[src/rtl/rect_pkg.sv]
// Shared definitions for the rectangle pipeline: default geometry, writer
// state encoding and the linear framebuffer address function.
package rect_pkg;

  localparam int DEF_WIDTH   = 640;
  localparam int DEF_HEIGHT  = 480;
  localparam int DEF_COLOR_W = 8;
  localparam int DEF_ADDR_W  = 19;

  typedef enum logic {
    IDLE = 1'b0,
    PEND = 1'b1
  } wr_state_e;

  // Full 64-bit product so callers decide how to truncate.
  function automatic logic [63:0] lin_addr(input logic [31:0] x,
                                           input logic [31:0] y,
                                           input int unsigned width);
    return ({32'd0, y} * 64'(width)) + {32'd0, x};
  endfunction

endpackage

[src/rtl/rect_clip_addr.sv]
// Combinational screen clip test and linear address for one pixel coordinate.
module rect_clip_addr
  import rect_pkg::*;
#(
  parameter int WIDTH  = DEF_WIDTH,
  parameter int HEIGHT = DEF_HEIGHT,
  parameter int ADDR_W = DEF_ADDR_W
) (
  input  logic [31:0]       x_i,
  input  logic [31:0]       y_i,
  output logic              clip_o,
  output logic [ADDR_W-1:0] addr_o
);

  // Unsigned compare: negative coordinates wrap to huge values and clip.
  assign clip_o = (x_i >= 32'(WIDTH)) || (y_i >= 32'(HEIGHT));
  assign addr_o = ADDR_W'(lin_addr(x_i, y_i, WIDTH));

endmodule

[src/rtl/rect_pixel_writer.sv]
// Accepts plotted pixels, drops off-screen ones and issues stallable single
// word framebuffer writes, pulsing frame_done when a rectangle's last pixel retires.
module rect_pixel_writer
  import rect_pkg::*;
#(
  parameter int WIDTH   = DEF_WIDTH,
  parameter int HEIGHT  = DEF_HEIGHT,
  parameter int COLOR_W = DEF_COLOR_W,
  parameter int ADDR_W  = DEF_ADDR_W
) (
  input  logic               clk,
  input  logic               reset,
  input  logic               in_valid,
  output logic               in_ready,
  input  logic [31:0]        in_x,
  input  logic [31:0]        in_y,
  input  logic               in_last,
  input  logic [COLOR_W-1:0] in_color,
  output logic               mem_we,
  output logic [ADDR_W-1:0]  mem_addr,
  output logic [COLOR_W-1:0] mem_data,
  input  logic               mem_ready,
  output logic               frame_done,
  output logic [31:0]        pix_written,
  output logic [31:0]        pix_clipped,
  output wr_state_e          dbg_state
);

  // Handshake: a pixel transfers on a rising edge where in_valid && in_ready;
  // a write retires on a rising edge where mem_we && mem_ready. in_ready
  // depends only on state and mem_ready, never on in_valid.

  wr_state_e          state_q;
  logic [ADDR_W-1:0]  addr_q;
  logic [COLOR_W-1:0] data_q;
  logic               last_q;
  logic               done_q;
  logic [31:0]        written_q;
  logic [31:0]        clipped_q;

  logic              clip;
  logic [ADDR_W-1:0] addr_d;
  logic              xfer, on_xfer, off_xfer, wr_done;

  rect_clip_addr #(
    .WIDTH (WIDTH),
    .HEIGHT(HEIGHT),
    .ADDR_W(ADDR_W)
  ) u_clip_addr (
    .x_i   (in_x),
    .y_i   (in_y),
    .clip_o(clip),
    .addr_o(addr_d)
  );

  assign in_ready = (state_q == IDLE) || mem_ready;
  assign xfer     = in_valid && in_ready;
  assign on_xfer  = xfer && !clip;
  assign off_xfer = xfer && clip;
  assign wr_done  = (state_q == PEND) && mem_ready;

  always_ff @(posedge clk) begin
    if (reset) begin
      state_q   <= IDLE;
      addr_q    <= '0;
      data_q    <= '0;
      last_q    <= 1'b0;
      done_q    <= 1'b0;
      written_q <= '0;
      clipped_q <= '0;
    end else begin
      // A new on-screen pixel replaces a retiring write with no bubble.
      if (on_xfer) begin
        state_q <= PEND;
        addr_q  <= addr_d;
        data_q  <= in_color;
        last_q  <= in_last;
      end else if (wr_done) begin
        state_q <= IDLE;
      end
      if (wr_done && (written_q != 32'hFFFF_FFFF)) written_q <= written_q + 32'd1;
      if (off_xfer && (clipped_q != 32'hFFFF_FFFF)) clipped_q <= clipped_q + 32'd1;
      done_q <= (wr_done && last_q) || (off_xfer && in_last);
    end
  end

  assign mem_we      = (state_q == PEND);
  assign mem_addr    = addr_q;
  assign mem_data    = data_q;
  assign frame_done  = done_q;
  assign pix_written = written_q;
  assign pix_clipped = clipped_q;
  assign dbg_state   = state_q;

endmodule

[config.mk]
export PLATFORM = sky130hd
export DESIGN_NAME = rect_pixel_writer
export DESIGN_NICKNAME = d
export VERILOG_FILES = /design/src/rtl/rect_pkg.sv /design/src/rtl/rect_clip_addr.sv /design/src/rtl/rect_pixel_writer.sv
export SDC_FILE = /design/constraint.sdc
export NUM_CORES = 1
export LEC_CHECK = 0
export BUFFER_PORTS_ARGS = -buffer_cell sky130_fd_sc_hd__buf_2
export CAP_MARGIN = 5
export CORE_MARGIN = 10
export CORE_UTILIZATION = 55
export CTS_CLUSTER_SIZE = 40
export DETAILED_ROUTE_END_ITERATION = 16
export HOLD_SLACK_MARGIN = 0.12
export PLACE_DENSITY = 0.92
export SYNTH_ARGS = -nofsm -noshare
export SYNTH_HDL_FRONTEND = slang
export SYNTH_SLANG_ARGS = --single-unit
[constraint.sdc]
create_clock -name clk -period 5.7 [get_ports clk]
set_input_delay 1.14 -clock clk [delete_from_list [all_inputs] [get_ports clk]]
set_output_delay 1.14 -clock clk [all_outputs]
set_load 0.005 [all_outputs]
==> results.py <==
metrics = {
    "place": {
        "pre_cts_ws_ns": 1.51,
        "port_buffers": 171,
        "placed_area_sq_um": 5980,
        "place_congestion": 0.872,
        "dp_hpwl_microns": 11000,
    },
    "setup_path": {
        "regToRegEndpoint": "pix_clipped[19]$_SDFFE_PP0P_",
        "cp-end-kind": "register",
        "reg2reg_depth": 7,
        "cp_slowest_cell": "ha_1",
        "crit_type": "in2reg",
        "start_kind": "input pin",
        "cpPeakStageDelay_ns": 0.36,
        "cp_data_required_time_ns": 5.94,
        "worst_ep_arrival_time_ns": 4.14,
        "crit_fanout": 4,
        "cpMostUsedCell": "ha_1",
        "path_cells": "buf_2, ha_1, ha_1, a21o_1, a21oi_1, nor2b_1, o21a_1, nor2_1, xnor2_1, ha_1, o2111ai_1, o21ai_0, a21o_1, a21oi_1, xor2_1, o21a_1",
        "timing.rr.start": "pix_clipped[24]$_SDFFE_PP0P_",
        "reg2reg_setup_slack_ns": 3.05,
    },
    "clock_network": {
        "cts_sinks": 94,
        "clk_pin_slew_worst_paths_ns": 0.10,
        "post_cts_buffers": 0,
        "cts_made_buffers": 9,
        "cts_resized": 0,
        "htree_num_levels": 3,
        "clockBufferDepth": 2,
        "root_buffer": "clkbuf_8",
        "cts_hold_buf": 0,
        "clock_latency_ns": 0.35,
        "cts_tree": "yes",
    },
    "timing": {
        "finClkSkew_ns": 0.0191,
        "post-route-min-period_ns": 3.89,
        "finalMaxSlewViolations": 0,
        "worst_slew_pin_slew_ns": 0.934,
        "fin_tns_setup_ns": 0,
        "finalSetupViolations": 0,
        "setup_ws_ns": 1.81,
        "hold_violations": 0,
        "rsz0062_at_grt": "false",
        "finalCritPeriodShare_pct": 68.3,
        "fmaxAchievable_mhz": 257,
        "slew-limit-headroom_pct": 37.7,
    },
    "power": {
        "p_int_uw": 990,
        "p_sw_share_pct": 26.9,
        "p_seq_share_pct": 48.7,
        "p_sw_uw": 364,
        "p_leak_uw": 0.00289,
        "powerDensity_nw_per_um2": 219,
        "power.share.clock_pct": 34.0,
        "irDropWorstVdd_mv": 0.161,
        "pwr-share-comb_pct": 17.3,
    },
    "floorplan": {
        "die_h_microns": 116,
        "num_rows": 35,
        "core_area_sq_um": 9110,
        "initial_core_util_pct": 55.8,
        "die_w_microns": 116,
        "die_area_sq_um": 13500,
        "ios": 172,
    },
    "final_layout": {
        "drive_gt1_share_pct": 25.6,
        "diodes": 0,
        "nNetsFinal": 867,
        "syn_to_final_growth_pct": 21.7,
        "post-route-util_pct": 67.9,
        "fin_area_sq_um": 6180,
    },
    "yosys": {
        "synthCells": 599,
        "synth-seq-cells": 94,
        "yosysWarnings": 0,
        "synth-main-ff-cell": "dfxtp_1",
        "syn_area_per_cell_sq_um": 8.48,
        "synth_top_area_share_pct": 37.0,
        "netlist.top_cell.by_area": "dfxtp_1",
        "yosysSeqAreaShare_pct": 37.0,
        "synth_cell_type_count": 47,
        "synth_edf_count": 0,
        "syn_nets": 708,
        "synthTopCellsByArea": "dfxtp_1, xnor2_1, nor2_1",
        "syn-cell-area_sq_um": 5080,
        "async_reset_ff_share_pct": 0,
    },
    "run_status": {
        "status": "finished, final reports clean",
    },
    "detailed_routing": {
        "initialDrtViolationCount": 262,
        "routed_wl_microns": 13800,
        "firstDrtPassIters": 5,
        "ant_nets": 0,
        "viasPerCell": 5.54,
        "wire_per_inst_microns": 15.8,
        "vias": 4838,
        "drc": 0,
    },
    "min_path": {
        "hp-start": "mem_addr[4]$_SDFFE_PP0P_",
        "holdPathStages": 2,
        "worstHoldEndpoint": "mem_addr[4]$_SDFFE_PP0P_",
        "hp-class": "reg2reg",
    },
    "global_routing": {
        "grt_pass1_wl_microns": 22800,
        "grt_max_degree": 52,
        "antenna_found_initial": 0,
        "grt_overflow": 0,
        "grt_pass1_vias": 4895,
        "grt_use_total_pct": 20.3,
    },
    "job": {
        "drv_cap": 0,
    },
}
logic make-up (layout without fill, tap and decap cells):
logic type	count (synthesis)	count (layout)	share of synthesized area, %
AOI/OAI and AO/OA	63	63	7.59
buffers and inverters	39	203	3.18
adders and majority gates	32	32	8.18
DFF	94	94	37.0
muxes	23	23	4.66
and+or+nand+nor	278	278	27.3
xor gates and xnor gates	70	70	12.1
critical path, delay by kind of cell:
family | cells | cell delay, ns
XOR/XNOR | 2 | 0.22
buffers and inverters | 1 | 0.11
AND/OR/NAND/NOR | 2 | 0.22
AO/OA/AOI/OAI | 8 | 1.43
adder cells (fa/ha/maj) | 3 | 1.01
through the flow:
| stage | std cells | hold slack, ns | power [uW] |
|---|---|---|---|
| 2_1_floorplan | 599 | 0.463 | 842 |
| 5_1_grt | 874 | 0.521 | 1430 |
| 3_5_place_dp | 858 | 0.474 | 906 |
| 4_1_cts | 874 | 0.497 | 1370 |
| 3_3_place_gp | 858 | 0.464 | 893 |
| 6_report | 874 | 0.498 | 1350 |
flip-flops by register name, indices dropped and copies added (netlist names):
| register | cells |
|---|---|
| last_q | 1 |
| dbg_state | 1 |
| pix_written | 32 |
| frame_done | 1 |
| mem_addr | 19 |
| pix_clipped | 32 |
| mem_data | 8 |
worst max-delay path by stage:
| stage | end | slack [ns] | startpoint |
|---|---|---|---|
| floorplan | mem_addr[18]$_SDFFE_PP0P_ | 1.87 | in_y[1] |
| global placement | mem_addr[18]$_SDFFE_PP0P_ | 1.63 | in_y[1] |
| detailed placement | mem_addr[18]$_SDFFE_PP0P_ | 1.51 | in_y[2] |
| CTS | mem_addr[18]$_SDFFE_PP0P_ | 1.88 | in_y[2] |
| global route | mem_addr[18]$_SDFFE_PP0P_ | 1.68 | in_y[1] |
| finish | mem_addr[18]$_SDFFE_PP0P_ | 1.81 | in_y[2] |
power by group through the flow:
stage	Sequential [uW]	Combinational (uW)	Clock, uW
after floorplan	675	167	0
final	659	234	460
after CTS	659	233	473
after global routing	660	262	507
after global placement	675	219	0
after detailed placement	675	231	0
metal layers:
metal / global-route usage [%] / wire [microns] / vias up
met5: 0 / 0 / -
met4: 4.92 / 188 / 0
met3: 5.60 / 860 / 15
met2: 36.7 / 7160 / 140
met1: 23.2 / 5600 / 2272
li1: - / - / 2411
cell type report:
| class | instances | area, sq um |
|---|---|---|
| Fill cell | 748 | 2920 |
| Sequential cell | 94 | 1880 |
| Multi-Input combinational cell | 466 | 3040 |
| Clock inverter | 5 | 66.3 |
| Tap cell | 111 | 139 |
| Clock buffer | 11 | 141 |
| Timing Repair Buffer | 172 | 863 |
| Inverter | 15 | 56.3 |
layout by cell type (no fill, tap or decap), types with 2 or more instances in the layout:
master and count:
ha_1 30, a31oi_1 3, clkbuf_8 10, nor3b_1 3, a21o_1 5, or3_1 8
nand2b_1 2, dfxtp_1 94, inv_1 15, and3_1 14, and2_1 3, nor2_1 113
nor3_1 23, a21oi_1 20, nor4_1 16, xnor2_1 50, buf_2 171, nand3_1 26
o21ai_1 2, o21a_1 7, xor2_1 20, mux2i_1 21, fa_1 2, nand2_1 28
a211oi_1 2, and4_1 7, o21ai_0 15, nor2b_1 7, nand4_1 20, o2111ai_1 2
nor3_2 2
cell usage after synthesis, types with 3 or more instances:
cell type and instances:
a21o_1 5, a21oi_1 20, a31oi_1 3, and2_1 3, and3_1 14, and4_1 7, buf_2 6, clkbuf_1 16
dfxtp_1 94, ha_1 30, inv_1 15, mux2i_1 21, nand2_1 28, nand3_1 26, nand4_1 20, nor2_1 113
nor2b_1 7, nor3_1 23, nor3b_1 3, nor4_1 16, o21a_1 7, o21ai_0 15, or3_1 8, xnor2_1 50
xor2_1 20
(Power assumes the default switching activity.)
